===== src/rtl/drop_sequencer_if.sv =====
// rtl/drop_sequencer_if.sv - drop sequencer request/enable and actuator status bundle
//
// Purpose: groups the drop sequencer's control inputs and status outputs.
// Ports (as seen by the sequencer, i.e. the slave modport):
//   drop_req     in   qualified drop decision from the decision stage
//   drop_en      in   operator enable, must stay high while the hatch is open
//   clear_fault  in   one-cycle pulse releasing the fault state
//   hatch_open   out  actuator command
//   busy         out  high whenever the sequencer is not idle
//   fault        out  high while a fault is latched
//   drop_count   out  saturating count of completed drops
interface drop_sequencer_if #(
  parameter int CNT_W = 8
);
  logic             drop_req;
  logic             drop_en;
  logic             clear_fault;
  logic             hatch_open;
  logic             busy;
  logic             fault;
  logic [CNT_W-1:0] drop_count;

  modport master (
    output drop_req, drop_en, clear_fault,
    input  hatch_open, busy, fault, drop_count
  );

  modport slave (
    input  drop_req, drop_en, clear_fault,
    output hatch_open, busy, fault, drop_count
  );
endinterface


===== src/rtl/drop_sequencer.sv =====
// rtl/drop_sequencer.sv - qualified, timed hatch-open sequencer with drop counter
//
// Purpose: qualifies drop_req over STABLE_CYCLES consecutive samples, holds the
// hatch open for OPEN_CYCLES, cools down for COOLDOWN_CYCLES, counts completed
// drops (saturating) and latches a fault if drop_en falls while the hatch is open.
// Ports:
//   clk   in   system clock, rising edge
//   rst   in   asynchronous active-high reset
//   bus   slave modport of drop_sequencer_if (drop_req, drop_en, clear_fault in;
//         hatch_open, busy, fault, drop_count out)
module drop_sequencer #(
  parameter int STABLE_CYCLES   = 16,
  parameter int OPEN_CYCLES     = 100,
  parameter int COOLDOWN_CYCLES = 50,
  parameter int CNT_W           = 8
) (
  input  logic             clk,
  input  logic             rst,
  drop_sequencer_if.slave  bus
);

  localparam int SW = $clog2(STABLE_CYCLES + 1);
  localparam int OW = $clog2(OPEN_CYCLES + 1);
  localparam int DW = $clog2(COOLDOWN_CYCLES + 1);
  localparam int CW_SO = (SW > OW) ? SW : OW;
  localparam int CW = (CW_SO > DW) ? CW_SO : DW;

  localparam logic [CW-1:0] STABLE_LAST = CW'(STABLE_CYCLES - 1);
  localparam logic [CW-1:0] OPEN_LAST   = CW'(OPEN_CYCLES - 1);
  localparam logic [CW-1:0] COOL_LAST   = CW'(COOLDOWN_CYCLES - 1);

  typedef enum logic [2:0] {
    S_IDLE,
    S_ARM,
    S_OPEN,
    S_COOL,
    S_FAULT
  } state_t;

  state_t           state, state_next;
  logic [CW-1:0]    cnt, cnt_next;
  logic [CNT_W-1:0] count, count_next;
  logic             hatch_q, busy_q, fault_q;

  // Single shared counter: qualify count in ARM, timer in OPEN/COOL.
  // It is reloaded on every transition so it never carries across states.
  always_comb begin
    state_next = state;
    cnt_next   = cnt;
    count_next = count;
    case (state)
      S_IDLE: begin
        if (bus.drop_req) begin
          if (STABLE_CYCLES == 1) begin
            state_next = S_OPEN;
            cnt_next   = '0;
          end else begin
            // This edge already counts as the first qualifying sample.
            state_next = S_ARM;
            cnt_next   = CW'(1);
          end
        end
      end
      S_ARM: begin
        if (!bus.drop_req) begin
          state_next = S_IDLE;
          cnt_next   = '0;
        end else if (cnt == STABLE_LAST) begin
          state_next = S_OPEN;
          cnt_next   = '0;
        end else begin
          cnt_next = cnt + CW'(1);
        end
      end
      S_OPEN: begin
        // Losing the enable wins over normal completion on the same edge.
        if (!bus.drop_en) begin
          state_next = S_FAULT;
          cnt_next   = '0;
        end else if (cnt == OPEN_LAST) begin
          state_next = S_COOL;
          cnt_next   = '0;
          count_next = (count == '1) ? count : count + CNT_W'(1);
        end else begin
          cnt_next = cnt + CW'(1);
        end
      end
      S_COOL: begin
        if (cnt == COOL_LAST) begin
          state_next = S_IDLE;
          cnt_next   = '0;
        end else begin
          cnt_next = cnt + CW'(1);
        end
      end
      S_FAULT: begin
        if (bus.clear_fault) begin
          state_next = S_IDLE;
          cnt_next   = '0;
        end
      end
      default: begin
        state_next = S_IDLE;
        cnt_next   = '0;
      end
    endcase
  end

  // Outputs are flopped from the next state so they line up with the state
  // register and never depend combinationally on inputs.
  always_ff @(posedge clk or posedge rst) begin
    if (rst) begin
      state   <= S_IDLE;
      cnt     <= '0;
      count   <= '0;
      hatch_q <= 1'b0;
      busy_q  <= 1'b0;
      fault_q <= 1'b0;
    end else begin
      state   <= state_next;
      cnt     <= cnt_next;
      count   <= count_next;
      hatch_q <= (state_next == S_OPEN);
      busy_q  <= (state_next != S_IDLE);
      fault_q <= (state_next == S_FAULT);
    end
  end

  assign bus.hatch_open = hatch_q;
  assign bus.busy       = busy_q;
  assign bus.fault      = fault_q;
  assign bus.drop_count = count;

endmodule


===== src/flat_wrapper.sv =====
// flat-port wrapper written by rule: the top's interface ports become plain ports
module drop_sequencer_flat 
#(
  parameter int STABLE_CYCLES   = 16,
  parameter int OPEN_CYCLES     = 100,
  parameter int COOLDOWN_CYCLES = 50,
  parameter int CNT_W           = 8
)
  (clk, rst, bus_drop_req, bus_drop_en, bus_clear_fault, bus_hatch_open, bus_busy, bus_fault, bus_drop_count);
  drop_sequencer_if #(.CNT_W(CNT_W)) bus_i ();
  input  logic clk;
  input  logic rst;
  input wire logic [$bits(bus_i.drop_req)-1:0] bus_drop_req;
  input wire logic [$bits(bus_i.drop_en)-1:0] bus_drop_en;
  input wire logic [$bits(bus_i.clear_fault)-1:0] bus_clear_fault;
  output wire logic [$bits(bus_i.hatch_open)-1:0] bus_hatch_open;
  output wire logic [$bits(bus_i.busy)-1:0] bus_busy;
  output wire logic [$bits(bus_i.fault)-1:0] bus_fault;
  output wire logic [$bits(bus_i.drop_count)-1:0] bus_drop_count;
  assign bus_i.drop_req = bus_drop_req;
  assign bus_i.drop_en = bus_drop_en;
  assign bus_i.clear_fault = bus_clear_fault;
  assign bus_hatch_open = bus_i.hatch_open;
  assign bus_busy = bus_i.busy;
  assign bus_fault = bus_i.fault;
  assign bus_drop_count = bus_i.drop_count;
  drop_sequencer #(.STABLE_CYCLES(STABLE_CYCLES), .OPEN_CYCLES(OPEN_CYCLES), .COOLDOWN_CYCLES(COOLDOWN_CYCLES), .CNT_W(CNT_W)) u_core (.clk(clk), .rst(rst), .bus(bus_i));
endmodule

===== config.mk =====
export PLATFORM = sky130hd
export DESIGN_NAME = drop_sequencer_flat
export DESIGN_NICKNAME = d
export VERILOG_FILES = /design/src/rtl/drop_sequencer_if.sv /design/src/rtl/drop_sequencer.sv /design/src/flat_wrapper.sv
export SDC_FILE = /design/constraint.sdc
export NUM_CORES = 1
export LEC_CHECK = 0
export ABC_AREA = 1
export BUFFER_PORTS_ARGS = -buffer_cell sky130_fd_sc_hd__buf_2
export CAP_MARGIN = 20
export CORE_UTILIZATION = 45
export CTS_CLUSTER_SIZE = 20
export DETAILED_ROUTE_END_ITERATION = 16
export PLACE_DENSITY_LB_ADDON = 0.08
export SYNTH_ARGS = -nofsm -noshare
export SYNTH_HDL_FRONTEND = slang
export SYNTH_SLANG_ARGS = --single-unit

===== constraint.sdc =====
create_clock -name clk -period 3.2 [get_ports clk]
set_input_delay 0.8 -clock clk [delete_from_list [all_inputs] [get_ports clk]]
set_output_delay 0.8 -clock clk [all_outputs]
set_load 0.03 [all_outputs]

[Word level (Yosys, flattened, before mapping)]
Cells that the tools add are included.
Storage, ports and cells
  flip-flop bits (word level): 21
  input port bits: 5
  output and inout bits: 11
  logic and storage cells: 41
Operators by class
  add/sub/neg operators: 2
  equal/unequal tests: 12
  muxes and demuxes: 16
  bitwise gates (word level): 1
  reductions and logical operators: 4
Operators by type and width (count)
  $mux W7: 7
  $pmux W7 S5: 1
  $mux W3: 7
  $pmux W3 S5: 1
  $eq A3 B2 Y1 const B: 3
  $add A8 B1 Y8 const B: 1
  $eq A8 B8 Y1 const B: 1
  $add A7 B1 Y7 const B: 1
  $eq A7 B4 Y1 const B: 1
  $eq A7 B6 Y1 const B: 1
  $eq A7 B7 Y1 const B: 1
  $eq A3 B3 Y1 const B: 2
  $ne A2 B2 Y1 const B: 2
  $reduce_and A4 Y1: 1
  $eq A3 B1 Y1 const B: 1
  $logic_not A3 Y1: 1
  $reduce_bool A3 Y1: 1
  $reduce_and A2 Y1: 1
  $not A1 Y1: 1

[Depth between registers and ports, before layout]
Gate-level depths: netlist of the first run.
  word-level depth: 5
  mapped depth: 11
  mapped depth without buffers: 11

[Worst setup path after synthesis of the first run]
No wires, ideal clock.
  path kind: register -> register
  from: register u_core.count[0] (netlist: u_core.bus.drop_count[0])
  to: register u_core.count[3] (netlist: u_core.bus.drop_count[3])
  data arrival time: 1.456 ns
  path slack: 1.607 ns
  stages on the path, launching flop included: 8
  period minus slack after synthesis: 1.593 ns
  cell sequence: dfrtp_1 ha_1 inv_1 nor2_1 nand4_2 nand2_4 nor2_8 xor2_2
Between the ends
  longest elaborated chain between the ends: 3
RTL lines
  from (decl): line drop_sequencer.sv:42  | logic [CNT_W-1:0] count, count_next;
  from (signal assigned): line drop_sequencer.sv:122  | count <= count_next;
  parallel branches: the longest is 3 deep, another holds $add A8 B1 Y8
Parallel ways; which one is timed is not known.
A chain may end at the register's enable or synchronous reset.

[Worst setup path in the final report of the first run]
  from: register u_core.count[3] (netlist: u_core.bus.drop_count[3])
  to: output port bus_drop_count[3]
RTL lines
  to (decl): line flat_wrapper.sv:19  | output wire logic [$bits(bus_i.drop_count)-1:0] bus_drop_count;
No word-level cell between the ends.

==> flow_metrics.env, run 1 <==
export IMPL_synth_top_area_cell="dfrtp_1"
export IMPL_post_cts_resized_instances=0
export IMPL_initial_core_util=0.493
export IMPL_ys_seq_elements=21
export IMPL_antenna_found_initial=0
export IMPL_cp_num_buf_inv=1
export IMPL_cts_sinks=21
export IMPL_n_fill_cell=247
export IMPL_die_h_um=54.8
export IMPL_hold_viol_final=0
export IMPL_place_hpwl_mm=1.94
export IMPL_synth_most_common_cell="nand2_1"
export IMPL_synth_top_cell_area_share=0.419
export IMPL_area_growth_pct=11.1
export IMPL_multi_input_area_um2=654
export IMPL_drv_cap=0
export IMPL_row_count=18
export IMPL_finalCritPeriodShare=0.569
export IMPL_syn_num_nets=167
export IMPL_setup_viol=0
export IMPL_leakage_nw=0.795
export IMPL_cts_root_buffer="clkbuf_4"
export IMPL_yosys_top_cells_count="nand2_1, nor2_1, dfrtp_1"
export IMPL_finClkSkew_ns=0.00803
export IMPL_grt_max_degree=22
export IMPL_slowest_delay_ns=0.48
export IMPL_synthCells=159
export IMPL_synth_area_top_cells="dfrtp_1, nand2_1, nor2_1"
export IMPL_path_cells="buf_2"
export IMPL_crit_type="reg -> out"
export IMPL_gp_congestion=0.842
export IMPL_clk_pin_slew_worst_paths_ns=0.11
export IMPL_postCtsHoldBufs=0
export IMPL_synthDistinctLibCells=25
export IMPL_grt_overflow=0
export IMPL_vias_per_cell=5.17
export IMPL_die_area_mm2=0.00300
export IMPL_ios=16
export IMPL_cp_start_kind="flip-flop"
export IMPL_fmax_mhz=549
export IMPL_drive_above_1_share=0.191
export IMPL_worst_slew_pin_slew_ns=0.800
export IMPL_endpoint_kind="output pin"
export IMPL_finalNetCount=187
export IMPL_clk_latency_ns=0.31
export IMPL_slowest_stage="dfrtp_1"
export IMPL_dr_pass1_iters=4
export IMPL_ys_flop_type="dfrtp_1"
export IMPL_rsz0062_at_grt="no"
export IMPL_cts_buffer_depth=2
export IMPL_fin_area_mm2=0.00139
export IMPL_syn_area_mm2=0.00125
export IMPL_regArea_um2=526
export IMPL_vdd_ir_drop_max_mv=0.296
export IMPL_fin_util=0.548
export IMPL_status="finished clean"
export IMPL_num_antenna_cells=0
export IMPL_die_x_um=54.8
export IMPL_drc=0
export IMPL_cp_max_fo=5
export IMPL_synth_avg_cell_area_um2=7.89
export IMPL_vias=1075
export IMPL_crit_required_ns=2.40
export IMPL_grt_pass1_vias=961
export IMPL_p_per_area_mw_per_mm2=349
export IMPL_setup_tns_final_ns=0
export IMPL_grt_pass1_wl_mm=4.17
export IMPL_routedWlPerCell_um=12.3
export IMPL_synth_edf_count=0
export IMPL_antenna_left=0
export IMPL_cp_top_family="flip-flops"
export IMPL_ys_seq_area_frac=0.419
export IMPL_io_buffers=15
export IMPL_cts_buffers=3
export IMPL_hold_class="reg -> reg"
export IMPL_yosysWarnings=0
export IMPL_coreArea_mm2=0.00254
export IMPL_drv_slew=0
export IMPL_worst_ep_arrival_time_ns=1.02
export IMPL_total_power_uw=486
export IMPL_period_needed_ns=1.82
export IMPL_wl_mm=2.56
export IMPL_grtUsageTotal=0.202
export IMPL_drtIter0Drc=24
export IMPL_async_reset_ff_frac=1.00
export IMPL_cts_tree="yes"
export IMPL_cts_setup_buffers=0
export IMPL_dpl_cell_area_mm2=0.00137
export IMPL_relSlewSlack=0.466
export IMPL_cts_htree_levels=1
==> sequential cells by signal, summed over array words and instances (netlist names) <==
register and flops:
u_core.bus.hatch_open 1, u_core.bus.fault 1, u_core.state 3, u_core.bus.drop_count 8
u_core.cnt 7, u_core.bus.busy 1
==> stage by stage <==
step	std cells	hold slack, ns	setup WS (ns)
after floorplan	159	0.532	1.61
after global placement	204	0.513	1.39
after detailed placement	204	0.521	1.33
after CTS	208	0.550	1.35
after global routing	208	0.579	1.31
final	208	0.547	1.38
==> power breakdown <==
part           switching (mW)  total [mW]  internal, mW
sequential             0.0110       0.286         0.275
clock                  0.0791       0.128        0.0486
combinational          0.0501      0.0722        0.0220
==> layout make-up <==
type,count,share of cell area
multi-input cells,118,0.469
flip-flops and latches,21,0.377
repair buffers,15,0.0539
inverters,20,0.0539
well taps,30,0.0269
clock buffers,4,0.0189
==> final timing paths <==
check / startpoint / slack [ns] / depth (start not counted) / to
worst max-delay path: u_core.bus.drop_count[3] / 1.38 / 1 / bus_drop_count[3]
worst min-delay path: u_core.bus.drop_count[1] / 0.55 / 2 / u_core.bus.drop_count[1]
worst max register to register: u_core.cnt[0] / 1.52 / 8 / u_core.cnt[0]
worst min register to register: u_core.bus.drop_count[1] / 0.55 / 2 / u_core.bus.drop_count[1]
max in group asynchronous: rst / 2.07 / 2 / u_core.bus.fault
min in group asynchronous: rst / 0.62 / 2 / u_core.cnt[1]
==> metal layers <==
layer | global-route usage | share of wire | vias up
met3 | 0.0389 | 0.046 | 4
met4 | 0.0769 | 0.010 | 0
li1 | - | - | 543
met1 | 0.284 | 0.50 | 509
met2 | 0.301 | 0.44 | 19
met5 | 0 | 0 | -
==> cell usage in the layout, fill, tap and decap left out <==
master / netlist / routed
xor2_1: 6 / 6
nand3b_1: 3 / 3
nand2_1: 42 / 42
nand4_1: 4 / 4
nor2_2: 3 / 3
dfrtp_1: 21 / 21
nor3_1: 3 / 3
nand2_2: 1 / 1
a31o_2: 1 / 1
nor2_1: 22 / 22
o21ai_0: 5 / 5
nand4_2: 1 / 1
nand3_1: 10 / 10
inv_1: 17 / 17
clkbuf_1: 0 / 1
inv_2: 3 / 3
buf_2: 0 / 15
o21ai_1: 2 / 2
nor2_4: 1 / 1
ha_1: 3 / 3
nand3_4: 1 / 1
a21boi_1: 1 / 1
nor2_8: 1 / 1
clkbuf_4: 0 / 3
nand2_4: 3 / 3
a21oi_1: 3 / 3
xnor2_1: 1 / 1
xor2_2: 1 / 1
==> cells by family (layout without fill, tap and decap cells) <==
logic type,count (synthesis),count (layout),share of synthesized area
XOR/XNOR,8,8,0.0618
adder cells (fa/ha/maj),3,3,0.0299
flip-flops,21,21,0.419
AND/OR/NAND/NOR,95,95,0.377
AO/OA/AOI/OAI,12,12,0.0528
buffers and inverters,20,39,0.0598
Power figures use the tool's default switching activity.
==> run 2, diff against run 1 <==
- clock period: 3.2 -> 1.5 ns (I/O delays scaled with it)
==> run 2 against run 1 <==
Compared with the run above: register-to-register slack worse by 1.5 ns; design area up 13%; non-clock buffer count up 13; routed wire length up 15%; via count up 6.2%; clock power up 120%; critical path type is now reg -> reg; highest routed layer unchanged.
==> flow_metrics.env, run 2 (synthesized netlist as in run 1, its figures left out) <==
export IMPL_leakage_nw=0.875
export IMPL_relSlewSlack=0.761
export IMPL_slowest_delay_ns=0.46
export IMPL_vias=1142
export IMPL_initial_core_util=0.493
export IMPL_total_power_mw=1.10
export IMPL_worst_ep_arrival_time_ns=1.72
export IMPL_grt_overflow=0
export IMPL_coreArea_mm2=0.00254
export IMPL_finalCritPeriodShare=1.00
export IMPL_post_place_ws_ns=-0.00377
export IMPL_drc=0
export IMPL_r2r_start="u_core.cnt[1]"
export IMPL_antenna_found_initial=0
export IMPL_p_per_area_mw_per_mm2=700
export IMPL_grt_pass1_vias=1045
export IMPL_path_cells="inv_2, ha_1, inv_1, nor2_1, nand3_1, nand2_2, buf_4, nand3_2, nor2_4, nand2_1"
export IMPL_num_antenna_cells=0
export IMPL_clk_latency_ns=0.31
export IMPL_rsz0062_at_grt="yes"
export IMPL_drv_cap=0
export IMPL_gp_congestion=0.907
export IMPL_clk_pin_slew_worst_paths_ns=0.12
export IMPL_crit_type="reg -> reg"
export IMPL_cts_root_buffer="clkbuf_4"
export IMPL_swShare=0.303
export IMPL_final_cells=221
export IMPL_cts_buffers=3
export IMPL_layout_commonest_cell="nand2_1"
export IMPL_vdd_ir_drop_max_mv=0.654
export IMPL_slowest_stage="dfrtp_2"
export IMPL_clockPowerShare=0.258
export IMPL_p_comb_frac=0.184
export IMPL_grtUsageTotal=0.217
export IMPL_die_x_um=54.8
export IMPL_cp_max_fo=3
export IMPL_cts_sinks=21
export IMPL_die_area_mm2=0.00300
export IMPL_mostFrequentLayoutCells="nand2_1, nor2_1, dfrtp_1, inv_1, buf_2"
export IMPL_io_buffers=15
export IMPL_internal_power_uw=768
export IMPL_cts_buffer_depth=2
export IMPL_cts_htree_levels=1
export IMPL_n_fill_cell=231
export IMPL_period_needed_ns=1.50
export IMPL_die_h_um=54.8
export IMPL_row_count=18
export IMPL_place_hpwl_mm=2.15
export IMPL_grt_pass1_wl_mm=4.54
export IMPL_r2r_setup_slack_ns=0.0006
export IMPL_multi_input_area_um2=733
export IMPL_p_sw_uw=334
export IMPL_crit_required_ns=1.72
export IMPL_cp_start_kind="flip-flop"
export IMPL_routedWlPerCell_um=13.3
export IMPL_layout_setup_ws_ns=0.000629
export IMPL_largest_register_ff_count=8
export IMPL_grt_max_degree=22
export IMPL_setup_viol=0
export IMPL_hold_viol_final=0
export IMPL_seq_power_share=0.558
export IMPL_numPlacedInstances=216
export IMPL_ios=16
export IMPL_drv_slew=0
export IMPL_status="finished clean"
export IMPL_whs_ns=0.0741
export IMPL_endpoint_kind="flip-flop"
export IMPL_cts_tree="yes"
export IMPL_finalNetCount=200
export IMPL_worstSetupStartpoint="u_core.cnt[1]"
export IMPL_fmax_mhz=667
export IMPL_regArea_um2=531
export IMPL_antenna_left=0
export IMPL_wl_mm=2.94
export IMPL_timing_rr_end="u_core.bus.busy"
export IMPL_area_growth_pct=25.5
export IMPL_r2r_cells=10
export IMPL_dr_pass1_iters=4
export IMPL_finClkSkew_ns=0.00213
export IMPL_drtIter0Drc=29
export IMPL_drive_above_1_share=0.340
export IMPL_hold_class="in -> async"
export IMPL_vias_per_cell=5.17
export IMPL_worst_slew_pin_slew_ns=0.356
-- run 2: cell types whose count changed in the layout (fill, tap and decap cells not counted), moves of 3 or more --
cell | before | now
dfrtp_2 | 0 | 4
nor2_4 | 1 | 5
nand3_1 | 10 | 7
nand2_2 | 1 | 4
dfrtp_1 | 21 | 17
nor2_1 | 22 | 17
nand2_1 | 42 | 39
buf_4 | 0 | 13
-- run 2: how the worst max path moves through the flow --
stage                                           to  slack, ns  cells after the start
after floorplan           u_core.bus.drop_count[3]       0.01                      7
after detailed placement  u_core.bus.drop_count[5]     -0.004                     10
after global routing                 u_core.cnt[0]      -0.09                      8
after CTS                            u_core.cnt[0]     -0.004                     10
after global placement    u_core.bus.drop_count[5]       0.03                     10
final                              u_core.bus.busy     0.0006                     10
-- run 2: timing repair --
item	CTS	global route
setup endpoints to repair	3	16
gates resized for setup	2	20
buffers inserted	0	1
hold buffers	0	0
pin swaps	2	7
-- run 2: layout make-up --
type                            count  area share
Clock buffer                        4      0.0167
Timing Repair Buffer               28       0.110
Tap cell                           30      0.0238
Sequential cell                    21       0.337
Multi-Input combinational cell    118       0.465
Inverter                           20      0.0477
-- run 2: power by group through the flow --
stage	clock network, mW	registers [mW]	logic, mW
after floorplan	0	0.624	0.104
after global placement	0	0.613	0.180
after detailed placement	0	0.615	0.183
after CTS	0.288	0.605	0.185
after global routing	0.312	0.618	0.229
final	0.285	0.615	0.202
-- run 2: metrics by stage --
stage / area, um^2 / util / setup TNS [ns]
4_1_cts: 1490 / 0.586 / -0.00608
5_1_grt: 1580 / 0.619 / -0.401
2_1_floorplan: 1260 / - / 0
3_5_place_dp: 1460 / 0.574 / -0.00578
3_3_place_gp: 1460 / 0.574 / 0
6_report: 1580 / 0.619 / 0
-- run 2: layer usage --
metal  global-route usage  vias up  wire, um
met5                    0        -         0
met4                0.111        0        44
met3               0.0361        7       127
met2                0.359       32      1490
met1                0.266      537      1270
li1                     -      566         -
-- run 2: worst max-delay path, delay by kind of cell, from the launching register on --
family                     cells  cell delay [ns]
adders and majority gates      1             0.14
and+or+nand+nor                6             0.57
DFF                            1             0.46
buffers and inverters          3             0.24
==> run 3, diff against run 2 <==
- BUFFER_PORTS_ARGS: -buffer_cell sky130_fd_sc_hd__buf_2 -> not set
- DONT_BUFFER_PORTS: not set -> 1
- HOLD_SLACK_MARGIN: not set -> 0.12
==> run 3 against run 2 <==
Compared with the run above: routed wire length down 5.0%; fmax up 0.22%; core utilization down 1.6 points; clock power down 1%; sequential power about the same; hold slack better by 0.11 ns; sequential cell count unchanged; clock skew up 0.0068 ns; first-iteration DRC count down 21%; largest cell class unchanged; highest routed layer unchanged.
==> flow_metrics.env, run 3 (synthesized netlist as in run 1, its figures left out) <==
export IMPL_grt_pass1_wl_mm=4.44
export IMPL_timing_rr_end="u_core.cnt[0]"
export IMPL_mostFrequentLayoutCells="nand2_1, dfrtp_1, nor2_1, buf_4, inv_1"
export IMPL_cts_tree="yes"
export IMPL_r2r_cells=8
export IMPL_r2r_setup_slack_ns=0.004
export IMPL_holdPathEnd="u_core.bus.fault"
export IMPL_io_buffers=0
export IMPL_drv_cap=0
export IMPL_gp_congestion=0.858
export IMPL_layout_setup_ws_ns=0.00393
export IMPL_cts_root_buffer="clkbuf_4"
export IMPL_cts_htree_levels=1
export IMPL_hold_viol_final=0
export IMPL_dr_pass1_iters=4
export IMPL_numPlacedInstances=206
export IMPL_area_growth_pct=22.3
export IMPL_wl_mm=2.79
export IMPL_drc=0
export IMPL_worst_slew_pin_slew_ns=0.313
export IMPL_relSlewSlack=0.790
export IMPL_antenna_left=0
export IMPL_post_place_ws_ns=-0.0482
export IMPL_rsz0062_at_grt="yes"
export IMPL_vdd_ir_drop_max_mv=0.554
export IMPL_coreArea_mm2=0.00254
export IMPL_antenna_found_initial=0
export IMPL_leakage_nw=0.832
export IMPL_fmax_mhz=668
export IMPL_drv_slew=0
export IMPL_clk_pin_slew_worst_paths_ns=0.13
export IMPL_crit_type="reg -> reg"
export IMPL_cts_buffers=3
export IMPL_p_per_area_mw_per_mm2=696
export IMPL_initial_core_util=0.493
export IMPL_die_area_mm2=0.00300
export IMPL_worstHoldStart="bus_drop_en"
export IMPL_grt_overflow=0
export IMPL_hold_class="in -> reg"
export IMPL_drtIter0Drc=23
export IMPL_grt_pass1_vias=1021
export IMPL_period_needed_ns=1.50
export IMPL_cts_sinks=21
export IMPL_hold_depth=1
export IMPL_worst_ep_arrival_time_ns=1.72
export IMPL_drive_above_1_share=0.308
export IMPL_cp_max_fo=5
export IMPL_status="finished clean"
export IMPL_layout_commonest_cell="nand2_1"
export IMPL_finalCritPeriodShare=0.997
export IMPL_routedWlPerCell_um=13.2
export IMPL_largest_register_ff_count=8
export IMPL_finClkSkew_ns=0.00889
export IMPL_row_count=18
export IMPL_cts_buffer_depth=2
export IMPL_final_cells=212
export IMPL_grt_max_degree=22
export IMPL_crit_required_ns=1.72
export IMPL_vias=1093
export IMPL_clk_latency_ns=0.31
export IMPL_cp_start_kind="flip-flop"
export IMPL_num_antenna_cells=0
export IMPL_setup_viol=0
export IMPL_finalNetCount=191
export IMPL_die_x_um=54.8
export IMPL_fin_util=0.603
export IMPL_grtUsageTotal=0.209
export IMPL_vias_per_cell=5.16
export IMPL_r2r_start="u_core.cnt[1]"
export IMPL_die_h_um=54.8
export IMPL_ios=16
export IMPL_endpoint_kind="flip-flop"
export IMPL_place_hpwl_mm=2.08
==> run 3: changes by cell type in the layout (fill, tap and decap cells not counted), moves of 2 or more <==
cell     before  now
nor2_4        5    3
o21ai_1       1    3
nand2_1      39   37
nand3_2       2    4
dfrtp_1      17   19
nand2_2       4    6
dfrtp_2       4    2
buf_2        15    0
buf_4        13   18
==> run 3: worst max-delay path, cell delays in order, from the launching register on <==
cell	delay [ns]
dfrtp_1	0.40
ha_2	0.21
nand3_1	0.12
o21ai_1	0.26
nand3_2	0.18
nand2_1	0.09
nand2_1	0.05
nand2_1	0.05
nand2_1	0.05
==> run 3: per-stage QoR <==
step	instance area, um^2	power, mW	TNS, ns	hold WS (ns)
floorplan	1260	0.728	0	0.351
finish	1540	1.07	0	0.185
global placement	1420	0.785	-0.256	0.315
detailed placement	1420	0.784	-0.225	0.313
CTS	1480	1.07	-0.00216	0.187
global route	1540	1.13	-0.826	0.196
==> run 3: what timing repair did <==
action | CTS | global route
cloned | 0 | 0
resized for setup | 5 | 15
hold endpoints to repair | 21 | 0
buffers inserted | 0 | 1
hold buffers | 1 | 0
pin swaps | 3 | 8
endpoints found under the setup margin | 8 | 15
==> run 3: where the power goes <==
group          internal [mW]  total (mW)  switching (mW)
Sequential             0.587       0.614          0.0267
Clock                 0.0996       0.281           0.181
Combinational         0.0669       0.174           0.107
Total                  0.753        1.07           0.315
==> run 3: how the worst max path moves through the flow <==
stage / startpoint / to / cells after the start / slack (ns)
final: u_core.cnt[1] / u_core.cnt[0] / 8 / 0.004
after global routing: u_core.cnt[0] / u_core.cnt[0] / 8 / -0.15
after CTS: u_core.cnt[1] / u_core.bus.busy / 10 / -0.002
after detailed placement: u_core.bus.drop_count[0] / u_core.bus.drop_count[2] / 7 / -0.05
after global placement: u_core.bus.drop_count[0] / u_core.bus.drop_count[2] / 7 / -0.06
after floorplan: u_core.bus.drop_count[0] / u_core.bus.drop_count[3] / 7 / 0.01
==> run 3: metal layers <==
metal | share of wire | up-vias | GRT usage
met2 | 0.50 | 25 | 0.337
met5 | 0 | - | 0
met3 | 0.032 | 6 | 0.0306
met1 | 0.45 | 512 | 0.265
met4 | 0.016 | 0 | 0.115
li1 | - | 550 | -
==> run 3: layout make-up <==
type	count	area, um^2
fill	242	1010
multi-input combinational	118	722
clock inverter	1	5.00
inverter	20	75.1
tap	30	37.5
timing repair buffer	19	145
sequential	21	528
clock buffer	3	22.5
